--- src/rtl/biquad_datapath.sv ---
`default_nettype none
// ============================================================================
// Module   : biquad_datapath
// Purpose  : Multiply-accumulate datapath for a direct-form-I biquad IIR
//            section. An external sequencer steps mem_dir through the five
//            operand/coefficient pairs and strobes the multiplier,
//            accumulator, history and output registers. The feedback
//            coefficients a1/a2 are held pre-negated, so the datapath only
//            ever adds.
//
// Ports    : clk, reset            clock, synchronous active-high reset
//            x_in[13:0]            signed ADC sample
//            mult_reset/enable     product register control
//            acc_reset/enable      accumulator control
//            output_reg_enable     load y_out from the scaled accumulator
//            x_mem_enable          shift the x history (xs -> xm1 -> xm2)
//            y_mem_enable          shift the y history (y_out -> yh -> yd2)
//            mem_dir[2:0]          operand/coefficient select
//            coef_we/addr/data     Q2.14 coefficient write port (addr 0..4)
//            y_out[15:0]           signed filtered sample
//            y_valid               one-cycle strobe after y_out updates
//
// Config   : BIQUAD_DP_SAT_EN  defined   -> scaled output saturates
//                              undefined -> scaled output wraps (low 16 bits)
//
// Revision : 1.0  initial release
// ============================================================================
module biquad_datapath (
  input  logic               clk,
  input  logic               reset,
  input  logic signed [13:0] x_in,
  input  logic               mult_reset,
  input  logic               mult_enable,
  input  logic               acc_reset,
  input  logic               acc_enable,
  input  logic               output_reg_enable,
  input  logic               x_mem_enable,
  input  logic               y_mem_enable,
  input  logic [2:0]         mem_dir,
  input  logic               coef_we,
  input  logic [2:0]         coef_addr,
  input  logic signed [15:0] coef_data,
  output logic signed [15:0] y_out,
  output logic               y_valid
);

  localparam int C_X_W    = 14;
  localparam int C_D_W    = 16;
  localparam int C_P_W    = 30;
  localparam int C_ACC_W  = 34;
  localparam int C_FRAC_W = 14;
  localparam int C_N_COEF = 5;

  // Coefficient bank: 0=b0 1=b1 2=b2 3=-a1 4=-a2
  logic signed [C_D_W-1:0]   coef_q [C_N_COEF];

  logic signed [C_X_W-1:0]   xs_q, xm1_q, xm2_q;
  logic signed [C_D_W-1:0]   yh_q, yd2_q;
  logic signed [C_P_W-1:0]   p_q, p_d;
  logic signed [C_ACC_W-1:0] acc_q, acc_d;
  logic signed [C_D_W-1:0]   y_out_q, y_out_d;
  logic                      y_valid_q;

  logic signed [C_D_W-1:0]   w_operand;
  logic signed [C_D_W-1:0]   w_coef;
  logic signed [C_P_W-1:0]   w_operand_ext;
  logic signed [C_P_W-1:0]   w_coef_ext;

  // --------------------------------------------------------------------------
  // Operand / coefficient select. Codes 5..7 fall back to x_in / b0.
  // --------------------------------------------------------------------------
  always_comb begin
    w_operand = {{(C_D_W-C_X_W){x_in[C_X_W-1]}}, x_in};
    w_coef    = coef_q[0];
    case (mem_dir)
      3'd1: begin
        w_operand = {{(C_D_W-C_X_W){xm1_q[C_X_W-1]}}, xm1_q};
        w_coef    = coef_q[1];
      end
      3'd2: begin
        w_operand = {{(C_D_W-C_X_W){xm2_q[C_X_W-1]}}, xm2_q};
        w_coef    = coef_q[2];
      end
      3'd3: begin
        w_operand = y_out_q;
        w_coef    = coef_q[3];
      end
      3'd4: begin
        w_operand = yd2_q;
        w_coef    = coef_q[4];
      end
      default: ;
    endcase
  end

  // Multiplying the operands sign-extended to the product width yields the
  // low 30 bits of the full 32-bit product directly, which is exactly what
  // the product register keeps.
  assign w_operand_ext = {{(C_P_W-C_D_W){w_operand[C_D_W-1]}}, w_operand};
  assign w_coef_ext    = {{(C_P_W-C_D_W){w_coef[C_D_W-1]}}, w_coef};

  always_comb begin
    p_d = p_q;
    if (mult_reset) begin
      p_d = '0;
    end else if (mult_enable) begin
      p_d = w_operand_ext * w_coef_ext;
    end
  end

  // Accumulator wraps modulo 2^34.
  always_comb begin
    acc_d = acc_q;
    if (acc_reset) begin
      acc_d = '0;
    end else if (acc_enable) begin
      acc_d = acc_q + {{(C_ACC_W-C_P_W){p_q[C_P_W-1]}}, p_q};
    end
  end

  // --------------------------------------------------------------------------
  // Output scaling: acc >>> 14, narrowed to 16 bits. Uses acc_q, i.e. the
  // value before any acc_reset landing on the same edge.
  // --------------------------------------------------------------------------
`ifdef BIQUAD_DP_SAT_EN
  logic signed [C_ACC_W-C_FRAC_W-1:0] w_scaled;
  logic                               w_ovf;

  assign w_scaled = acc_q[C_ACC_W-1:C_FRAC_W];
  // Out of 16-bit range whenever the bits above the result sign disagree.
  assign w_ovf    = (w_scaled[C_ACC_W-C_FRAC_W-1:C_D_W-1] != '0) &&
                    (w_scaled[C_ACC_W-C_FRAC_W-1:C_D_W-1] != '1);

  always_comb begin
    y_out_d = y_out_q;
    if (output_reg_enable) begin
      if (w_ovf) begin
        y_out_d = w_scaled[C_ACC_W-C_FRAC_W-1] ? 16'sh8000 : 16'sh7fff;
      end else begin
        y_out_d = w_scaled[C_D_W-1:0];
      end
    end
  end
`else
  always_comb begin
    y_out_d = y_out_q;
    if (output_reg_enable) begin
      y_out_d = acc_q[C_FRAC_W+C_D_W-1:C_FRAC_W];
    end
  end
`endif

  // --------------------------------------------------------------------------
  // State registers; reset overrides every strobe.
  // --------------------------------------------------------------------------
  always_ff @(posedge clk) begin
    if (reset) begin
      for (int i = 0; i < C_N_COEF; i++) begin
        coef_q[i] <= '0;
      end
      p_q       <= '0;
      acc_q     <= '0;
      xs_q      <= '0;
      xm1_q     <= '0;
      xm2_q     <= '0;
      yh_q      <= '0;
      yd2_q     <= '0;
      y_out_q   <= '0;
      y_valid_q <= 1'b0;
    end else begin
      // Addresses 5..7 match no entry and are therefore ignored.
      for (int i = 0; i < C_N_COEF; i++) begin
        if (coef_we && (coef_addr == 3'(i))) begin
          coef_q[i] <= coef_data;
        end
      end
      p_q       <= p_d;
      acc_q     <= acc_d;
      y_out_q   <= y_out_d;
      y_valid_q <= output_reg_enable;
      if (x_mem_enable) begin
        xs_q  <= x_in;
        xm1_q <= xs_q;
        xm2_q <= xm1_q;
      end
      if (y_mem_enable) begin
        yh_q  <= y_out_q;
        yd2_q <= yh_q;
      end
    end
  end

  assign y_out   = y_out_q;
  assign y_valid = y_valid_q;

endmodule
`default_nettype wire

--- config.mk ---
export PLATFORM = sky130hd
export DESIGN_NAME = biquad_datapath
export DESIGN_NICKNAME = d
export VERILOG_FILES = /design/src/rtl/biquad_datapath.sv
export SDC_FILE = /design/constraint.sdc
export NUM_CORES = 1
export LEC_CHECK = 0
export ABC_AREA = 0
export CORE_MARGIN = 4
export CORE_UTILIZATION = 30
export CTS_CLUSTER_SIZE = 12
export DETAILED_ROUTE_END_ITERATION = 12
export SYNTH_ARGS = -nofsm -noshare
export SYNTH_HDL_FRONTEND = slang
export SYNTH_SLANG_ARGS = --single-unit
--- constraint.sdc ---
create_clock -name clk -period 11.3 [get_ports clk]
set_input_delay 2.26 -clock clk [delete_from_list [all_inputs] [get_ports clk]]
set_output_delay 2.26 -clock clk [all_outputs]
set_load 0.005 [all_outputs]
==> flow_summary.yaml <==
detailed_routing:
  drt_pass1_iterations: 5
  route.vias.total: 14564
  drt_iter0_drc: 780
  wire_per_inst_microns: 17.9
  routed_wl_microns: 53300
  drc: 0
  ant_nets: 0
  avgViaCountPerCell: 4.89
yosys:
  synth-async-reset-ratio_pct: 0
  synth-main-ff-cell: "dfxtp_1"
  ys_seq_area_share_pct: 27.6
  synth_area_leaders: "fa_1 (25%), dfxtp_1 (15%), edfxtp_1 (12%)"
  synth.most_common_cell: "inv_1"
  synth_common_cells: "inv_1 (317), nor2_1 (298), fa_1 (249), nand2_1 (181), dfxtp_1 (151)"
  yosysUniqueCellTypes: 72
  yosysTopAreaCell: "fa_1"
  avgSynthCellArea_sq_um: 9.46
  ys_warn_count: 0
  synth-edff-count: 80
  synth-seq-cells: 231
  synth_top_area_share_pct: 25.4
  syn_inst: 2076
  syn_nets: 2479
  syn-cell-area_sq_mm: 0.0196
grt:
  grt.met1_usage_pct: 20.1
  grt-busiest-layer: "met2"
  grt_max_degree: 65
  grtUsageTotal_pct: 15.1
  antenna_found_initial: 0
  grt-ovfl-total: 0
  first_global_vias: 15053
  gr-usage-met3_pct: 2.48
  grt_pass1_wl_microns: 84000
  grt_use_met2_pct: 25.5
clocking:
  clock-sinks: 231
  numCtsBuffers: 25
  clkLatencyLatePin_ns: 0.56
  cts_root_buf: "clkbuf_16"
  cts_tree: "built"
  clk_pin_slew_ns: 0.06
  ctsHoldBuffers: 0
  post_cts_buffers: 0
  post_cts_resized: 0
  cts.path.max_buffers: 3
  h-tree-depth: 1
worst_setup_path:
  r2r_cells: 24
  arrival_ns: 10.52
  crit_path_start_kind: "primary input"
  required_ns: 11.73
  cp-end-kind: "flop"
  r2r_setup_slack_ns: 4.04
  cp-startpoint: "mem_dir[0]"
  critical_path.max_fanout: 20
  endpoint: "p_q[22]"
  reg2reg_from: "xm1_q[13]"
  r2r_end: "p_q[29]"
  crit_type: "primary input to flop"
final_layout:
  syn_to_final_growth_pct: 11.9
  post-route-util_pct: 34.0
  fillers: 6589
  nets: 2507
  stdcell_area_sq_mm: 0.0220
  layout-drive-gt1-share_pct: 4.29
  num_antenna_cells: 0
sta:
  clock-skew-final_ns: 0.0237
  grt_setup_unrepaired: "false"
  fmax_ghz: 0.0991
  tns_ns: 0
  setup_viol: 0
  relSlewSlack_pct: 24.7
  timing.final.crit_share_pct: 89.3
  final_max_slew_viol_count: 0
  worst_hold_slack_ns: 0.472
  finalHoldViolCount: 0
  worstMarginPinSlew_ns: 1.13
  period_minus_slack_ns: 10.09
power:
  p_leak_nw: 9.84
  p_per_area_mw_per_mm2: 246
  peakVddDrop_uv: 344
  design_power_total_mw: 5.40
floorplanning:
  io_pins: 63
  die-area_sq_mm: 0.0696
  fp-row-count: 93
  fp.dieW_microns: 264
  die_h_microns: 264
  initial_core_util_pct: 30.4
  core_sq_mm: 0.0646
placed_design:
  io_buffers: 62
  gp_congestion: 0.896
  dp_hpwl_microns: 42100
  place_area_sq_mm: 0.0212
flow_run:
  drv_cap: 0
outcome:
  status: "finished, final reports clean"
worst_hold_path:
  hp-class: "flop to flop"
-- where the power goes --
part / switching (mW) / internal, mW / leakage, nW
registers: 0.0295 / 0.919 / 2.00
clock network: 0.337 / 0.445 / 0.380
logic: 2.13 / 1.54 / 7.46
-- cells in the final DEF, fill, tap and decap left out, drive strengths merged, types with 4 or more instances in the layout --
| cell | n |
|---|---|
| ha | 108 |
| fa | 249 |
| nor2 | 298 |
| a211o | 4 |
| a21boi | 8 |
| and2 | 23 |
| xnor2 | 33 |
| o21bai | 12 |
| nand3b | 6 |
| nor2b | 10 |
| xor2 | 14 |
| and3 | 7 |
| clkbuf | 39 |
| inv | 319 |
| nand3 | 20 |
| a22oi | 48 |
| buf | 31 |
| o211ai | 5 |
| or2 | 12 |
| clkdlybuf4s50 | 59 |
| a21oi | 65 |
| nor3 | 18 |
| dfxtp | 151 |
| o22ai | 6 |
| a211oi | 11 |
| nand2b | 16 |
| a31oi | 8 |
| edfxtp | 80 |
| nand4 | 18 |
| a21o | 28 |
| or3 | 6 |
| o31ai | 9 |
| o21ai | 31 |
| o21a | 13 |
| mux2i | 115 |
| nand2 | 181 |
| and4 | 15 |
| nor3b | 4 |
| and3b | 6 |
-- critical path, stage by stage --
cell,delay (ns)
clkdlybuf4s50_1,0.57
o21ai_2,0.37
nand2_1,0.64
buf_4,0.40
a21oi_1,0.66
nor2_1,0.16
fa_1,0.58
inv_1,0.06
fa_1,0.56
fa_1,0.45
fa_1,0.55
inv_1,0.05
fa_1,0.48
inv_1,0.05
fa_1,0.48
inv_1,0.05
ha_1,0.32
a21o_1,0.19
a2111o_1,0.41
a31oi_1,0.22
o31ai_1,0.18
a21boi_0,0.38
o21ai_0,0.20
mux2i_1,0.18
nand2_1,0.06
-- per-layer routing --
layer / part of all wire [%] / wire, microns / vias up
li1: - / - / 6814
met1: 43 / 23100 / 7301
met2: 48 / 25700 / 379
met3: 5.5 / 2920 / 70
met4: 3.0 / 1590 / 0
met5: 0 / 0 / -
-- worst min-delay path by stage --
stage / startpoint / to / slack [ns] / cells after the start
3_5_place_dp: acc_q[4] / acc_q[4] / 0.47 / 2
2_1_floorplan: acc_q[4] / acc_q[4] / 0.44 / 2
6_report: acc_q[8] / acc_q[8] / 0.47 / 2
4_1_cts: acc_q[4] / acc_q[4] / 0.48 / 2
3_3_place_gp: acc_q[8] / acc_q[8] / 0.46 / 2
5_1_grt: acc_q[13] / acc_q[13] / 0.50 / 2
-- state kept, by name, summed over array words and instances, names as in the netlist --
register	cells
xm2_q	14
coef_q	80
xm1_q	14
y_out	16
p_q	30
yd2_q	16
yh_q	16
y_valid	1
acc_q	30
xs_q	14
-- kinds of logic (layout without fill, tap and decap cells) --
family                   count (synthesis)  after routing  synth area share [%]
multiplexers                           115            115                  5.86
buffers and inverters                  407            452                  7.84
AND/OR/NAND/NOR                        644            644                  14.6
AO/OA/AOI/OAI                          275            275                  9.74
flip-flops                             231            231                  27.6
adder cells (fa/ha/maj)                357            357                  32.3
XOR/XNOR                                47             47                  2.10
-- metrics by stage --
stage               setup WS [ns]  std cells
CTS                          1.28       2976
global placement            0.798       2932
detailed placement          0.715       2932
global route                0.841       2976
finish                       1.21       2976
floorplan                    2.37       2076
-- final cells by class --
class	count	area [sq um]	share of cell area (%)
multi-input combinational	1438	12700	57.8
sequential	231	5430	24.7
inverter	318	1190	5.43
tap	855	1070	4.87
timing repair buffer	90	818	3.72
clock buffer	39	729	3.32
clock inverter	5	46.3	0.211
Power figures use the tool's default switching activity.
